File: src/rtl/move_referee.sv
// Tic-tac-toe referee: validates move requests, commits them to the board and scores the game.
// Latency: valid/reject 1 cycle after the check edge, board at +2, outcome/done at +3; no backpressure.
module move_referee #(
    parameter logic [1:0] P1_CODE         = 2'b01,
    parameter logic [1:0] P2_CODE         = 2'b10,
    parameter logic [2:0] OUT_IN_PROGRESS = 3'd0,
    parameter logic [2:0] OUT_P1_WIN      = 3'd1,
    parameter logic [2:0] OUT_P1_LOSE     = 3'd2,
    parameter logic [2:0] OUT_TIE         = 3'd3
) (
    input  logic       clk,
    input  logic       rst,
    input  logic       start,
    input  logic       check,
    input  logic [3:0] move,
    input  logic [1:0] user,
    output logic       valid,
    output logic       reject,
    output logic [2:0] outcome,
    output logic [8:0] board_p1,
    output logic [8:0] board_p2,
    output logic [3:0] move_count,
    output logic       done
);

    typedef enum logic [1:0] {
        ST_IDLE   = 2'd0,
        ST_COMMIT = 2'd1,
        ST_SCORE  = 2'd2
    } state_t;

    state_t      r_state;
    logic        r_check_d;
    logic [8:0]  r_mask;
    logic [1:0]  r_user;
    logic        r_valid;
    logic        r_reject;
    logic        r_done;
    logic [2:0]  r_outcome;
    logic [8:0]  r_b1;
    logic [8:0]  r_b2;
    logic [3:0]  r_count;

    logic        w_req;
    logic        w_in_range;
    logic [8:0]  w_mask;
    logic        w_cell_free;
    logic        w_user_ok;
    logic        w_legal;

    // Bit i-1 of a board is cell i; rows, columns, then the two diagonals.
    function automatic logic has_line(input logic [8:0] b);
        logic r;
        r = (&{b[0], b[1], b[2]}) | (&{b[3], b[4], b[5]}) | (&{b[6], b[7], b[8]})
          | (&{b[0], b[3], b[6]}) | (&{b[1], b[4], b[7]}) | (&{b[2], b[5], b[8]})
          | (&{b[0], b[4], b[8]}) | (&{b[2], b[4], b[6]});
        return r;
    endfunction

    assign w_req       = check & ~r_check_d;
    assign w_in_range  = (move >= 4'd1) && (move <= 4'd9);
    assign w_mask      = w_in_range ? (9'd1 << (move - 4'd1)) : 9'd0;
    assign w_cell_free = ((r_b1 | r_b2) & w_mask) == 9'd0;
    assign w_user_ok   = (user == P1_CODE) || (user == P2_CODE);
    assign w_legal     = w_in_range && w_cell_free && w_user_ok
                         && (r_outcome == OUT_IN_PROGRESS);

    always_ff @(posedge clk) begin
        if (!rst) begin
            r_state   <= ST_IDLE;
            r_check_d <= 1'b0;
            r_mask    <= 9'd0;
            r_user    <= 2'd0;
            r_valid   <= 1'b0;
            r_reject  <= 1'b0;
            r_done    <= 1'b0;
            r_outcome <= OUT_IN_PROGRESS;
            r_b1      <= 9'd0;
            r_b2      <= 9'd0;
            r_count   <= 4'd0;
        end else begin
            // The edge detector keeps tracking even through start, so a held check never replays.
            r_check_d <= check;
            if (start) begin
                r_state   <= ST_IDLE;
                r_valid   <= 1'b0;
                r_reject  <= 1'b0;
                r_done    <= 1'b0;
                r_outcome <= OUT_IN_PROGRESS;
                r_b1      <= 9'd0;
                r_b2      <= 9'd0;
                r_count   <= 4'd0;
            end else begin
                r_valid  <= 1'b0;
                r_reject <= 1'b0;
                r_done   <= 1'b0;
                case (r_state)
                    ST_IDLE: begin
                        if (w_req) begin
                            r_mask <= w_mask;
                            r_user <= user;
                            if (w_legal) begin
                                r_valid <= 1'b1;
                                r_state <= ST_COMMIT;
                            end else begin
                                r_reject <= 1'b1;
                            end
                        end
                    end
                    ST_COMMIT: begin
                        if (r_user == P1_CODE) begin
                            r_b1 <= r_b1 | r_mask;
                        end else begin
                            r_b2 <= r_b2 | r_mask;
                        end
                        if (r_count != 4'd9) begin
                            r_count <= r_count + 4'd1;
                        end
                        r_state <= ST_SCORE;
                    end
                    ST_SCORE: begin
                        // Wins are checked before the full-board tie.
                        if (has_line(r_b1)) begin
                            r_outcome <= OUT_P1_WIN;
                        end else if (has_line(r_b2)) begin
                            r_outcome <= OUT_P1_LOSE;
                        end else if (r_count == 4'd9) begin
                            r_outcome <= OUT_TIE;
                        end else begin
                            r_outcome <= OUT_IN_PROGRESS;
                        end
                        r_done  <= 1'b1;
                        r_state <= ST_IDLE;
                    end
                    default: begin
                        r_state <= ST_IDLE;
                    end
                endcase
            end
        end
    end

    assign valid      = r_valid;
    assign reject     = r_reject;
    assign done       = r_done;
    assign outcome    = r_outcome;
    assign board_p1   = r_b1;
    assign board_p2   = r_b2;
    assign move_count = r_count;

endmodule

File: config.mk
export PLATFORM = sky130hd
export DESIGN_NAME = move_referee
export DESIGN_NICKNAME = d
export VERILOG_FILES = /design/src/rtl/move_referee.sv
export SDC_FILE = /design/constraint.sdc
export NUM_CORES = 1
export LEC_CHECK = 0
export CORE_UTILIZATION = 40
export CTS_BUF_LIST = sky130_fd_sc_hd__clkbuf_16
export DETAILED_ROUTE_END_ITERATION = 16
export HOLD_SLACK_MARGIN = 0.15
export PLACE_DENSITY = 0.7
export REMOVE_ABC_BUFFERS = 1
export SYNTH_ARGS = -nofsm -noshare
export SYNTH_HDL_FRONTEND = slang
export SYNTH_SLANG_ARGS = --single-unit
File: constraint.sdc
create_clock -name clk -period 2.4 [get_ports clk]
set_clock_uncertainty 0.15 [all_clocks]
set_input_delay 0.48 -clock clk [delete_from_list [all_inputs] [get_ports clk]]
set_output_delay 0.48 -clock clk [all_outputs]
set_load 0.01 [all_outputs]
Word-level counts from Yosys, hierarchy flattened
Cells that the tools add are included.
{"block": "word_totals", "output_inout_bits": 28, "register_bits": 42, "in_bits": 10, "word_cells": 91}
{"block": "classes", "order_cmp": 2, "n_shift": 1, "n_eq_ne": 9, "n_addsub": 2, "bitwise": 25, "n_reduce_logical": 31, "n_mux": 10}
{"cell": "$reduce_and A3 Y1", "n": 17}
{"cell": "$or A9 B9 Y9", "n": 3}
{"cell": "$or A1 B1 Y1", "n": 14}
{"cell": "$mux W2", "n": 5}
{"cell": "$and A9 B9 Y9", "n": 1}
{"cell": "$logic_not A9 Y1", "n": 1}
{"cell": "$mux W9", "n": 1}
{"cell": "$shl A1 B4 Y9 const A", "n": 1}
{"cell": "$reduce_and A2 Y1", "n": 4}
{"cell": "$eq A2 B1 Y1 const B", "n": 3}
{"cell": "$not A1 Y1", "n": 6}
{"cell": "$add A4 B1 Y4 const B", "n": 1}
{"cell": "$eq A2 B2 Y1 const B", "n": 2}
{"cell": "$eq A4 B4 Y1 const B", "n": 1}
{"cell": "$ge A4 B1 Y1 const B", "n": 1}
{"cell": "$le A4 B4 Y1 const B", "n": 1}
{"cell": "$logic_and A1 B1 Y1", "n": 4}
{"cell": "$ne A2 B2 Y1 const B", "n": 2}
{"cell": "$ne A4 B4 Y1 const B", "n": 1}
{"cell": "$pmux W2 S2", "n": 1}
{"cell": "$reduce_or A4 Y1", "n": 1}
{"cell": "$sub A4 B1 Y4 const B", "n": 1}
{"cell": "$logic_not A3 Y1", "n": 1}
{"cell": "$mux W1", "n": 3}
{"cell": "other kinds (4)", "n": 4}

Depth between registers and ports, before layout
Gate-level depths: netlist of the first run.
{"block": "depth", "ltp_word": 11, "ltp_mapped": 8, "depth_no_buf": 6}

Worst setup path before layout of the first run
OpenSTA, ideal clock, no wires.
{"block": "synth_timing", "kind": "input port to flip-flop", "startpoint": "input port move[1]", "endpoint": "register r_reject, in the netlist reject", "t_arrival_ns": 2.100, "path_buffers": 1, "path_stages": 7, "t_required_ns": 2.128, "setup_ns": 0.122, "setup_slack_ns": 0.028, "path_cell_list": "clkbuf_1 > nor2_1 > ha_1 > or3b_1 > o311a_1 > o21a_1 > o311a_1"}
{"block": "synth_via", "elab_chain_cells": 9, "elab_cells_between_ends": 12, "classes_between": "1 x add/sub; 2 x order compare; 1 x shift; 2 x mux; 1 x bitwise; 5 x reduce/logical"}
{"item": "from (decl)", "line_no": "15", "source": "input logic [3:0] move,"}
{"item": "$sub A4 B1 Y4 (tied with other cells)", "line_no": "62", "source": "assign w_mask = w_in_range ? (9'd1 << (move - 4'd1)) : 9'd0;"}
{"item": "$shl A1 B4 Y9 / $logic_and A1 B1 Y1 (equally long branches)", "line_no": "62, 61"}
{"item": "$mux W9", "line_no": "62"}
{"item": "$and A9 B9 Y9", "line_no": "63", "source": "assign w_cell_free = ((r_b1 | r_b2) & w_mask) == 9'd0;"}
{"item": "$logic_not A9 Y1", "line_no": "63"}
{"item": "$logic_and A1 B1 Y1 (*) (2 in series)", "line_no": "65", "source": "assign w_legal = w_in_range && w_cell_free && w_user_ok"}
{"item": "$logic_and A1 B1 Y1 (*)", "line_no": "66", "source": "&& (r_outcome == OUT_IN_PROGRESS);"}
{"item": "$mux W1 (*)", "line_no": "102", "source": "if (w_legal) begin"}
{"item": "to (signal assigned)", "line_no": "75", "source": "r_reject <= 1'b0;"}
{"item": "to (signal assigned)", "line_no": "87", "source": "r_reject <= 1'b0;"}
{"item": "to (signal assigned)", "line_no": "106", "source": "r_reject <= 1'b1;"}
{"item": "to (decl)", "line_no": "37", "source": "logic r_reject;"}
Mark *: on every way between the ends. The rest lies on a longest branch, timed or not.
A chain may end at the register's enable or synchronous reset.

Worst setup path after layout of the first run
{"block": "layout_timing", "startpoint": "input port move[0]", "endpoint": "register r_reject, in the netlist reject"}
Same word-level chain as after synthesis.

==> summary by stage, run 1 <==
Clocking
The depth of the CTS H-tree is 2. Clock tree synthesis selected as its root buffer the cell sky130_fd_sc_hd__clkbuf_16. The maximum buffer depth of the clock tree is 2.

The clock-pin slew of the registers on the worst-case setup and hold paths is 0.06 ns. The insertion delay to the later sink of the worst-skew pair is 0.28 ns. TritonCTS built the clock tree.

The number of buffers inserted during clock tree synthesis is 5. Clock tree synthesis found a total of 41 sinks.

Timing
Static timing analysis puts the maximum clock frequency at 439 MHz. Dividing the final minimum period by the clock period gives 94.8%. Setup repair after global routing left no endpoint under its margin. The number of failing hold endpoints at the final stage is 0. The shortest period the worst path allows is 2.28 ns.

The tightest slew margin relative to the limit is 56.3%. The number of setup violations in the final report is 0. The total count of max-transition violations in the final report is 0. After layout, the worst setup slack is 0.124 ns. For the pin with the worst max-slew slack, the measured transition is 0.652 ns. For the final routed database, the setup TNS stands at 0 ns. Final hold analysis gives a worst-case slack of 0.332 ns.

Placement
Detailed placement ended at an HPWL of 3.22 mm. The congestion estimate from routability-driven global placement came to 0.824. The number of buffers added on ports is 36. Before CTS, the worst setup slack after placement is -0.236 ns.

Floorplan
The core area is 4320 um2. The effective utilization at floorplan is 41.6%. In this run the vertical extent of the chip is 69.0 um.

The floorplan step defined a die boundary enclosing 4770 um2. The die boundary width is 69.0 um. The number of standard-cell rows in the floorplan is 24. The I/O pin total is 38.

Setup path
Along the worst path, the maximum fanout reaches 3. The data required time of the worst path is 2.41 ns. The data arrival time of the critical path is 2.29 ns. The path type of the worst setup path is in -> reg. The category of the worst setup path launch point is an input port. The worst setup path is captured at a flip-flop.

Status
The flow ran to the end, and the final reports show no timing, DRC or antenna violations.

Yosys
The sequential fraction of the synthesis area is 45.7%. The yosys synthesis warning count is 0. Synthesis inferred 41 register bits. Counting flops with an async set or reset pin after synthesis yields a share of 0%. The count of unique library cells instantiated by Yosys is 42. The synthesized design contains 0 enable-type register cells. The post-synthesis cell count is 209.

Each instance of the synthesized netlist takes up on average 8.60 um2. Among all flip-flop cells after synthesis, the most frequent one is sky130_fd_sc_hd__dfxtp_1. The synthesized netlist occupies a cell area of 1800 um2.

Detailed routing
For this run, design rule violations remaining after detail routing come to 0. The initial detailed-routing violation count is 107. The routed via count is 1653. The remaining number of nets flagged by the antenna check after routing is 0. In the final routed layout, each cell accounts on average for 14.7 um. Wires add up to 4.49 mm. Using the TritonRoute via totals, the vias-per-cell ratio works out to 5.42. The pre-antenna-repair detailed-routing pass consisted of 4 iterations.

Global routing
The number of antenna violations at the first check in global routing is 0. The number of global-route vias before repair is 1499. The first global-routing pass estimated 7.46 mm of wire. Global routing used 19.9% of the available tracks. The total overflow left after global routing is 0.

Entering global routing, the biggest net connects 16 pins.

Cells and area
The most common cell after layout, fill and taps aside is sky130_fd_sc_hd__dfxtp_1. Counting the fill cells in the layout gives 419. The total inserted antenna cells is 0. The post-layout net count is 266. In the layout the commonest cells are sky130_fd_sc_hd__dfxtp_1 (41), sky130_fd_sc_hd__clkdlybuf4s50_1 (36), sky130_fd_sc_hd__nor2_1 (29). The post-route netlist has 9.49% of its cells at a drive strength greater than 1. The area added between synthesis and finish is 33.8%.

Worst hold path
In this run the worst hold path is classified as reg -> reg.

Power and ir drop
The maximum ir drop on the vdd rail is 0.235 mV. The static power due to leakage is 0.837 nW. The power after layout is 1.43 mW. The power density over the cells is 594 nW/um2.

Flow run
The count of max-cap constraint violations is 0.
## critical path, stage by stage
cell and delay, ns:
sky130_fd_sc_hd__clkdlybuf4s50_1 0.49, sky130_fd_sc_hd__nor2_2 0.06, sky130_fd_sc_hd__ha_1 0.28, sky130_fd_sc_hd__or3b_1 0.34
sky130_fd_sc_hd__o311a_1 0.13, sky130_fd_sc_hd__o21a_1 0.20, sky130_fd_sc_hd__o311a_1 0.31
## synth_stat cells, types with 3 or more instances
cell / number / area (um2)
sky130_fd_sc_hd__dfxtp_1: 41 / 821
sky130_fd_sc_hd__nand2b_1: 4 / 25.0
sky130_fd_sc_hd__ha_1: 4 / 50.1
sky130_fd_sc_hd__clkbuf_1: 10 / 37.5
sky130_fd_sc_hd__o21ai_0: 4 / 20.0
sky130_fd_sc_hd__nor2_1: 30 / 113
sky130_fd_sc_hd__nand3_1: 5 / 25.0
sky130_fd_sc_hd__inv_1: 4 / 15.0
sky130_fd_sc_hd__nand2_1: 20 / 75.1
sky130_fd_sc_hd__a22o_1: 9 / 78.8
sky130_fd_sc_hd__nand4_1: 4 / 25.0
sky130_fd_sc_hd__a21boi_0: 10 / 75.1
sky130_fd_sc_hd__a21oi_1: 21 / 105
sky130_fd_sc_hd__xnor2_1: 3 / 26.3
sky130_fd_sc_hd__nor4_1: 4 / 25.0
## registers in the layout, summed over array words and instances (netlist names)
| register | cells |
|---|---|
| r_user | 2 |
| outcome | 2 |
| move_count | 4 |
| valid | 1 |
| done | 1 |
| reject | 1 |
| board_p2 | 9 |
| r_state | 2 |
| board_p1 | 9 |
| r_check_d | 1 |
| r_mask | 9 |
## report_power, final
group	internal (mW)	total (mW)	switching, mW	leakage (nW)
sequential	0.686	0.690	0.00373	0.331
clock	0.377	0.632	0.255	0.0748
combinational	0.0527	0.107	0.0541	0.431
## logic make-up (layout without fill, tap and decap cells)
family	Yosys count	in the layout	share of synthesized area [%]
flip-flops	41	41	45.7
XOR/XNOR	4	4	1.95
buffers and inverters	16	60	3.62
other	1	1	0.209
AND/OR/NAND/NOR	87	87	24.6
AO/OA/AOI/OAI	56	56	21.2
adder cells (fa/ha/maj)	4	4	2.78
## stage by stage
step           utilization [%]  std cells  cell area (um2)
5_1_grt                   55.6        305             2410
2_1_floorplan                -        197             1750
3_3_place_gp              52.3        297             2260
6_report                  55.6        305             2410
3_5_place_dp              52.3        297             2260
4_1_cts                   55.6        305             2400
## final timing paths
| kind | slack, ns | cells past startpoint | to | from |
|---|---|---|---|---|
| worst min register to register | 0.33 | 2 | outcome[0]$_SDFFE_PP0P_ | outcome[0]$_SDFFE_PP0P_ |
| worst min-delay path | 0.33 | 2 | outcome[0]$_SDFFE_PP0P_ | outcome[0]$_SDFFE_PP0P_ |
| worst max register to register | 0.72 | 4 | board_p1[7]$_SDFFE_PP0P_ | r_state[1]$_SDFFE_PP0P_ |
| worst max-delay path | 0.12 | 7 | reject$_SDFF_PP0_ | move[0] |
## repair_timing
action	4_1_cts	5_1_grt
buffers inserted	0	0
hold buffers	0	0
setup endpoints to repair	0	1
resized for setup	0	2
## area by class of cell
class / count / area, um2 / share of cell area [%]
Clock buffer: 5 / 125 / 5.20
Multi-Input combinational cell: 152 / 916 / 38.1
Sequential cell: 41 / 821 / 34.1
Tap cell: 52 / 65.1 / 2.70
Clock inverter: 3 / 13.8 / 0.572
Timing Repair Buffer: 48 / 450 / 18.7
Inverter: 4 / 15.0 / 0.624
## metal layers
| layer | share of wire [%] | vias to the layer above | routed length (um) | track usage (%) |
|---|---|---|---|---|
| li1 | - | 836 | - | - |
| met2 | 45 | 39 | 2020 | 31.7 |
| met5 | 0 | - | 0 | 0 |
| met3 | 3.9 | 5 | 175 | 4.09 |
| met4 | 1.3 | 0 | 57 | 6.12 |
| met1 | 50 | 773 | 2230 | 27.0 |
No activity file was read; power rests on OpenSTA's default activity.
==> inputs of run 2 (changes only) <==
- CORE_MARGIN: unset -> 4
==> summary by stage, run 2 (synthesis gave the netlist of run 1 again) <==
Floorplan
The die covers 5630 um2. Measured along the x axis, the die boundary spans 75.0 um. For this configuration, the core starts out at a cell density of 41.3%. For this design the top-level I/O count stands at 38. The y dimension of the die is 75.0 um.

The number of standard-cell rows in the floorplan is 24. The core area is 4350 um2.

Cells and area
The post-layout net count is 266. The final instance area is 2400 um2. At the end of the flow the core is filled with cells to 55.2%. Relative to the synthesized area, the layout overhead comes to 33.6%. 0 antenna diodes ended up in the layout. For this run, the number of standard cells in the final layout without fillers is 305. In the final layout, the share of cells above drive strength 1 is 9.09%. The most common cell after layout, fill and taps aside is sky130_fd_sc_hd__dfxtp_1. The filler cell count is 394. In the layout the commonest cells are sky130_fd_sc_hd__dfxtp_1 (41), sky130_fd_sc_hd__clkdlybuf4s50_1 (36), sky130_fd_sc_hd__nor2_1 (30).

Clocking
The depth of the CTS H-tree is 2. TritonCTS built the clock tree. The clock net sink count is 41. The clock-pin slew of the registers on the worst-case setup and hold paths is 0.06 ns. Buffers added to address setup during post-CTS repair amount to 0. The number of buffers inserted during clock tree synthesis is 5.

The insertion delay to the later sink of the worst-skew pair is 0.28 ns. The maximum buffer depth of the clock tree is 2. The number of gates resized after CTS was 0.

The root cell of the clock tree is sky130_fd_sc_hd__clkbuf_16. The count of hold-fix buffers inserted at cts is 0.

Global routing
The number of global-route vias before repair is 1512. The total overflow reported by the global router is 0. The total track usage is 17.2%. The first global-routing pass estimated 7.36 mm of wire.

The number of antenna violations at the first check in global routing is 0. Entering global routing, the biggest net connects 16 pins.

Power and ir drop
The static power due to leakage is 0.837 nW. The clock power share is 44.0%. The internal power summed over all cells is 1.12 mW.

Power spread over the standard cell area amounts to 593 nW/um2. The maximum ir drop on the vdd rail is 0.287 mV. Net switching is 21.7% of the power. Of the total power, registers draw 48.4%.

The switching power total is 0.309 mW. Combinational logic burns 7.6% of the power.

Detailed routing
In the routed design, unresolved DRC markers number 0. The average vias per placed instance is 5.53. The remaining number of nets flagged by the antenna check after routing is 0.

The pre-antenna-repair detailed-routing pass consisted of 4 iterations. The initial detailed-routing violation count is 199. After detailed routing, the average wire length per cell comes to 15.2 um.

Summed over all layers, the routed wires come to 4.64 mm. The routed via count is 1687.

Placement
The number of placed instances, taps included is 297. The setup slack after placement is -0.215 ns. The count of buffers added on input and output ports is 36. The wire-length estimate of the detail-placed layout is 3.35 mm. The last weighted congestion value of the routability-driven placer is 0.811. Summing all placed instances gives a cell area of 2260 um2.

Setup path
The slowest stage of the critical path is the sky130_fd_sc_hd__clkdlybuf4s50_1 cell. The category of the worst setup path launch point is an input port. The data arrival time of the critical path is 2.35 ns. The path type of the worst setup path is in -> reg.

The nature of the critical path endpoint is a flip-flop. The largest fanout of any net on the critical path is 3. For the worst setup path, the data required time is 2.41 ns. The delay contributed by the slowest stage of the critical path is 0.47 ns. The number of cells traversed by the worst register-to-register path is 4.

In this run the critical register-to-register path is launched from board_p2[2]$_SDFFE_PP0P_. The cell occurring most often along the worst timing path is sky130_fd_sc_hd__o311a_1. The terminus of the critical flop-to-flop path is reject$_SDFF_PP0_. The critical path goes through clkdlybuf4s50_1 > nor2_1 > ha_1 > or3b_1 > o311a_1 > o21a_1 > o311a_1. Across all register-to-register paths, the minimum setup slack is 0.69 ns.

Timing
The worst path setup slack after routing is 0.0599 ns. Derived from the worst setup path, the maximum achievable clock frequency is 427 MHz. The tightest slew margin relative to the limit is 57.4%. The measured slew at the worst slew-check pin is 0.637 ns.

The shortest period the worst path allows is 2.34 ns. The final critical path takes up 97.5% of the cycle. Setup repair after global routing left no endpoint under its margin. Setup total negative slack on the finished layout was measured at 0 ns. The total count of max-transition violations in the final report was 0.

Setup violations remaining at the end of the flow were counted as 0. The number of failing hold endpoints at the final stage is 0.

Worst hold path
Counting instances, the worst hold path has a depth of 2. For hold timing, the worst endpoint is r_mask[8]$_SDFFE_PN0P_. The path type of the worst min-delay path is reg -> reg. In this run the most critical hold path is launched from r_mask[8]$_SDFFE_PN0P_.

Status
The run finished with clean final reports.

Flow run
The count of max-cap constraint violations is 0.
[run 2: cell counts in the layout (fill, tap and decap cells not counted)]
Identical to the previous run, type by type.
[run 2: how the worst max path moves through the flow]
stage / startpoint / end / slack (ns) / cells past startpoint
6_report: move[0] / reject$_SDFF_PP0_ / 0.06 / 7
5_1_grt: move[0] / reject$_SDFF_PP0_ / 0.009 / 7
2_1_floorplan: move[0] / reject$_SDFF_PP0_ / 0.18 / 6
3_3_place_gp: move[0] / reject$_SDFF_PP0_ / -0.18 / 7
3_5_place_dp: move[1] / reject$_SDFF_PP0_ / -0.21 / 7
4_1_cts: move[1] / reject$_SDFF_PP0_ / 0.07 / 7
[run 2: area by class of cell]
| cell class | instances | area [um2] | share of cell area, % |
|---|---|---|---|
| Tap cell | 52 | 65.1 | 2.71 |
| Clock inverter | 3 | 13.8 | 0.573 |
| Multi-Input combinational cell | 152 | 912 | 38.0 |
| Inverter | 4 | 15.0 | 0.625 |
| Sequential cell | 41 | 821 | 34.2 |
| Timing Repair Buffer | 48 | 450 | 18.8 |
| Clock buffer | 5 | 125 | 5.21 |
[run 2: layer usage]
layer	GRT usage [%]	share of wire, %	vias to the layer above
li1	-	-	829
met1	23.5	45	790
met2	27.2	46	63
met3	4.14	8.1	5
met4	4.74	0.82	0
met5	0	0	-
[run 2: power by group through the flow]
stage | Sequential, mW | Combinational (mW) | Clock [mW]
6_report | 0.690 | 0.108 | 0.627
5_1_grt | 0.690 | 0.117 | 0.674
4_1_cts | 0.690 | 0.108 | 0.638
3_5_place_dp | 0.705 | 0.106 | 0
3_3_place_gp | 0.705 | 0.104 | 0
2_1_floorplan | 0.705 | 0.0469 | 0
[run 2: critical path: cells and delay by family]
| kind | cells | cell delay, ns |
|---|---|---|
| adders and majority gates | 1 | 0.30 |
| buffers and inverters | 1 | 0.47 |
| and+or+nand+nor | 2 | 0.41 |
| AOI/OAI and AO/OA | 3 | 0.70 |
[run 2: metrics by stage]
step | hold slack (ns) | power, mW
after floorplan | 0.299 | 0.752
after global placement | 0.309 | 0.809
after detailed placement | 0.324 | 0.811
after CTS | 0.332 | 1.44
after global routing | 0.342 | 1.48
final | 0.328 | 1.42
==> variant (config.mk and constraints of run 2) <==
Encoding of `state_t`: now one-hot (3 bits for 3 states).
--- a/src/rtl/move_referee.sv
+++ b/src/rtl/move_referee.sv
@@ -24,8 +24,8 @@
 );
 
-    typedef enum logic [1:0] {
-        ST_IDLE   = 2'd0,
-        ST_COMMIT = 2'd1,
-        ST_SCORE  = 2'd2
+    typedef enum logic [2:0] {
+        ST_IDLE   = 3'b001,
+        ST_COMMIT = 3'b010,
+        ST_SCORE  = 3'b100
     } state_t;
 
Function: no difference found for any inputs over 10 cycles, from zero or initial values and one cycle with rst low; not proved beyond that.
==> variant against run 2 <==
Final area increased by 4.2%. Critical endpoint is now r_state[0]. Count of clock-buffer cells in the layout unchanged. Power increased by 2.0%. Via count decreased by 1.7%. Largest power group unchanged. Area after synthesis increased by 4.0%. Wire length increased by 2.7%. Sequential cell count increased by 1. Setup slack improved by 0.013 ns. Cell count increased by 0.33%. Clock power about the same.
==> variant: results (changes against run 2) <==
Psw: 0.318 mW (+2.9%)
Worst Hold Launch: outcome[0]
Reg clk slew, reported paths: 0.06 ns (about the same)
dominant cells by area after synthesis: dfxtp_1, nor2_1, a21oi_1
reg2reg start: r_state[0]
Synth Warn #: 0 (unchanged)
Async SR Flop Fraction: 0% (unchanged)
leakage power: 0.921 nW (+10%)
Nets: 267 (+0.38%)
Bufs on Longest Clock Path: 2 (unchanged)
met2 WL: 2.15 mm (+0.94%)
top cell family by delay on the critical path: compound AO/OA/AOI/OAI gates
slowest stage cell, crit path: clkdlybuf4s50_1
HPWL Detailed: 3.39 mm (+1.2%)
layout cells sized above 1: 13.0% (+3.9 points)
ANT cells: 0 (unchanged)
met3 routed WL: 262 um (-31%)
Placed Cells: 298 (+0.34%)
critical path's largest stage delay: 0.48 ns
first-pass GRT wire length: 8.08 mm (+9.7%)
CTS root buf: clkbuf_16
Max H-tree Level: 2 (unchanged)
DR vias: 1659 (-1.7%)
Port-buffer cells: 36 (unchanged)
Cell variety after synth: 48 (+14%)
R2R Setup Slk: 0.61 ns (-0.08 ns)
Layout Cells excl Fill: 306 (+0.33%)
Post-Synthesis Cells: 208 (-0.48%)
Worst-Skew Late Latency: 0.28 ns (about the same)
DR pass1 iterations: 4 (unchanged)
synth cell count leaders: nor2_1, dfxtp_1, a21oi_1
largest fanout on the critical path: 5 (+2)
Crit. Startpoint: move[1]
cts bufs inserted: 5 (unchanged)
gr usage total: 17.3% (+0.081 points)
largest net degree at the start of global routing: 27 (+11)
vias in the first global route: 1602 (+6.0%)
gpl congestion: 0.853 (+5.2%)
wl on met1: 2.27 mm (+8.8%)
CP Data Arrival Time: 2.35 ns (about the same)
slew margin rel.: 66.1% (+8.7 points)
1st-iter DRT viols: 68 (-66%)
HP Class: register to register
Top Layer Used: met4
ys flop type: dfxtp_1
count of final setup violators: 0 (unchanged)
post-synthesis sequential area ratio: 44.9% (-0.70 points)
status: finished clean
worst hold slack: 0.336 ns (+0.00738 ns)
WL final: 4.76 mm (+2.7%)
VDD IR max: 0.291 mV (+1.7%)
initial antenna violation count: 0 (unchanged)
[variant: cell count changes after synthesis, moves of 6 or more]
cell | run 2 | this run
nor2_1 | 30 | 45
nand2_1 | 20 | 7
a21boi_0 | 10 | 0
clkbuf_1 | 10 | 4
[variant: timing repair]
action / 4_1_cts / 5_1_grt
resized for setup: 0 / 6
endpoints found under the setup margin: 0 / 4
setup buffers: 0 / 0
[variant: path summary, 6_finish.rpt]
check	cells after the start	endpoint
worst max-delay path	8	r_state[0]
worst min-delay path	2	outcome[0]
worst max register to register	4	board_p1[1]
worst min register to register	2	outcome[0]
[variant: cell families after synthesis]
family / synth area share, %
compound gates: 21.5
xor+xnor: 2.34
fa+ha+maj: 2.68
buf+inv: 5.48
flops: 45.0
mux: 1.61
other cells: 0.200
simple gates: 21.2
[variant: tightest hold or removal path, cell delays in order, from the launching register on]
cell	delay [ns]
dfxtp_1	0.32
inv_1	0.06
a221oi_2	0.05
[variant: through the flow]
step	worst slack, ns	cell area [um2]	setup TNS (ns)
4_1_cts	0.0421	2470	0
3_3_place_gp	-0.151	2340	-0.503
6_report	0.0732	2500	0
5_1_grt	0.00905	2500	0
3_5_place_dp	-0.247	2340	-0.830
2_1_floorplan	0.301	1800	0
[variant: layout make-up]
class	instances	area (um2)
Clock inverter	3	12.5
Sequential cell	42	841
Tap cell	52	65.1
Clock buffer	5	125
Inverter	9	33.8
Fill cell	418	1940
Multi-Input combinational cell	146	956
Timing Repair Buffer	49	470
[variant: power by group through the flow]
stage | registers [mW] | clock network (mW) | logic (mW)
finish | 0.707 | 0.627 | 0.120
CTS | 0.707 | 0.645 | 0.113
floorplan | 0.722 | 0 | 0.0512
global placement | 0.722 | 0 | 0.111
detailed placement | 0.722 | 0 | 0.112
global route | 0.707 | 0.674 | 0.131
[variant: layer usage]
metal	global-route usage [%]	vias to the layer above
met4	7.61	0
li1	-	824
met3	4.26	8
met2	26.3	54
met5	0	-
met1	23.2	773
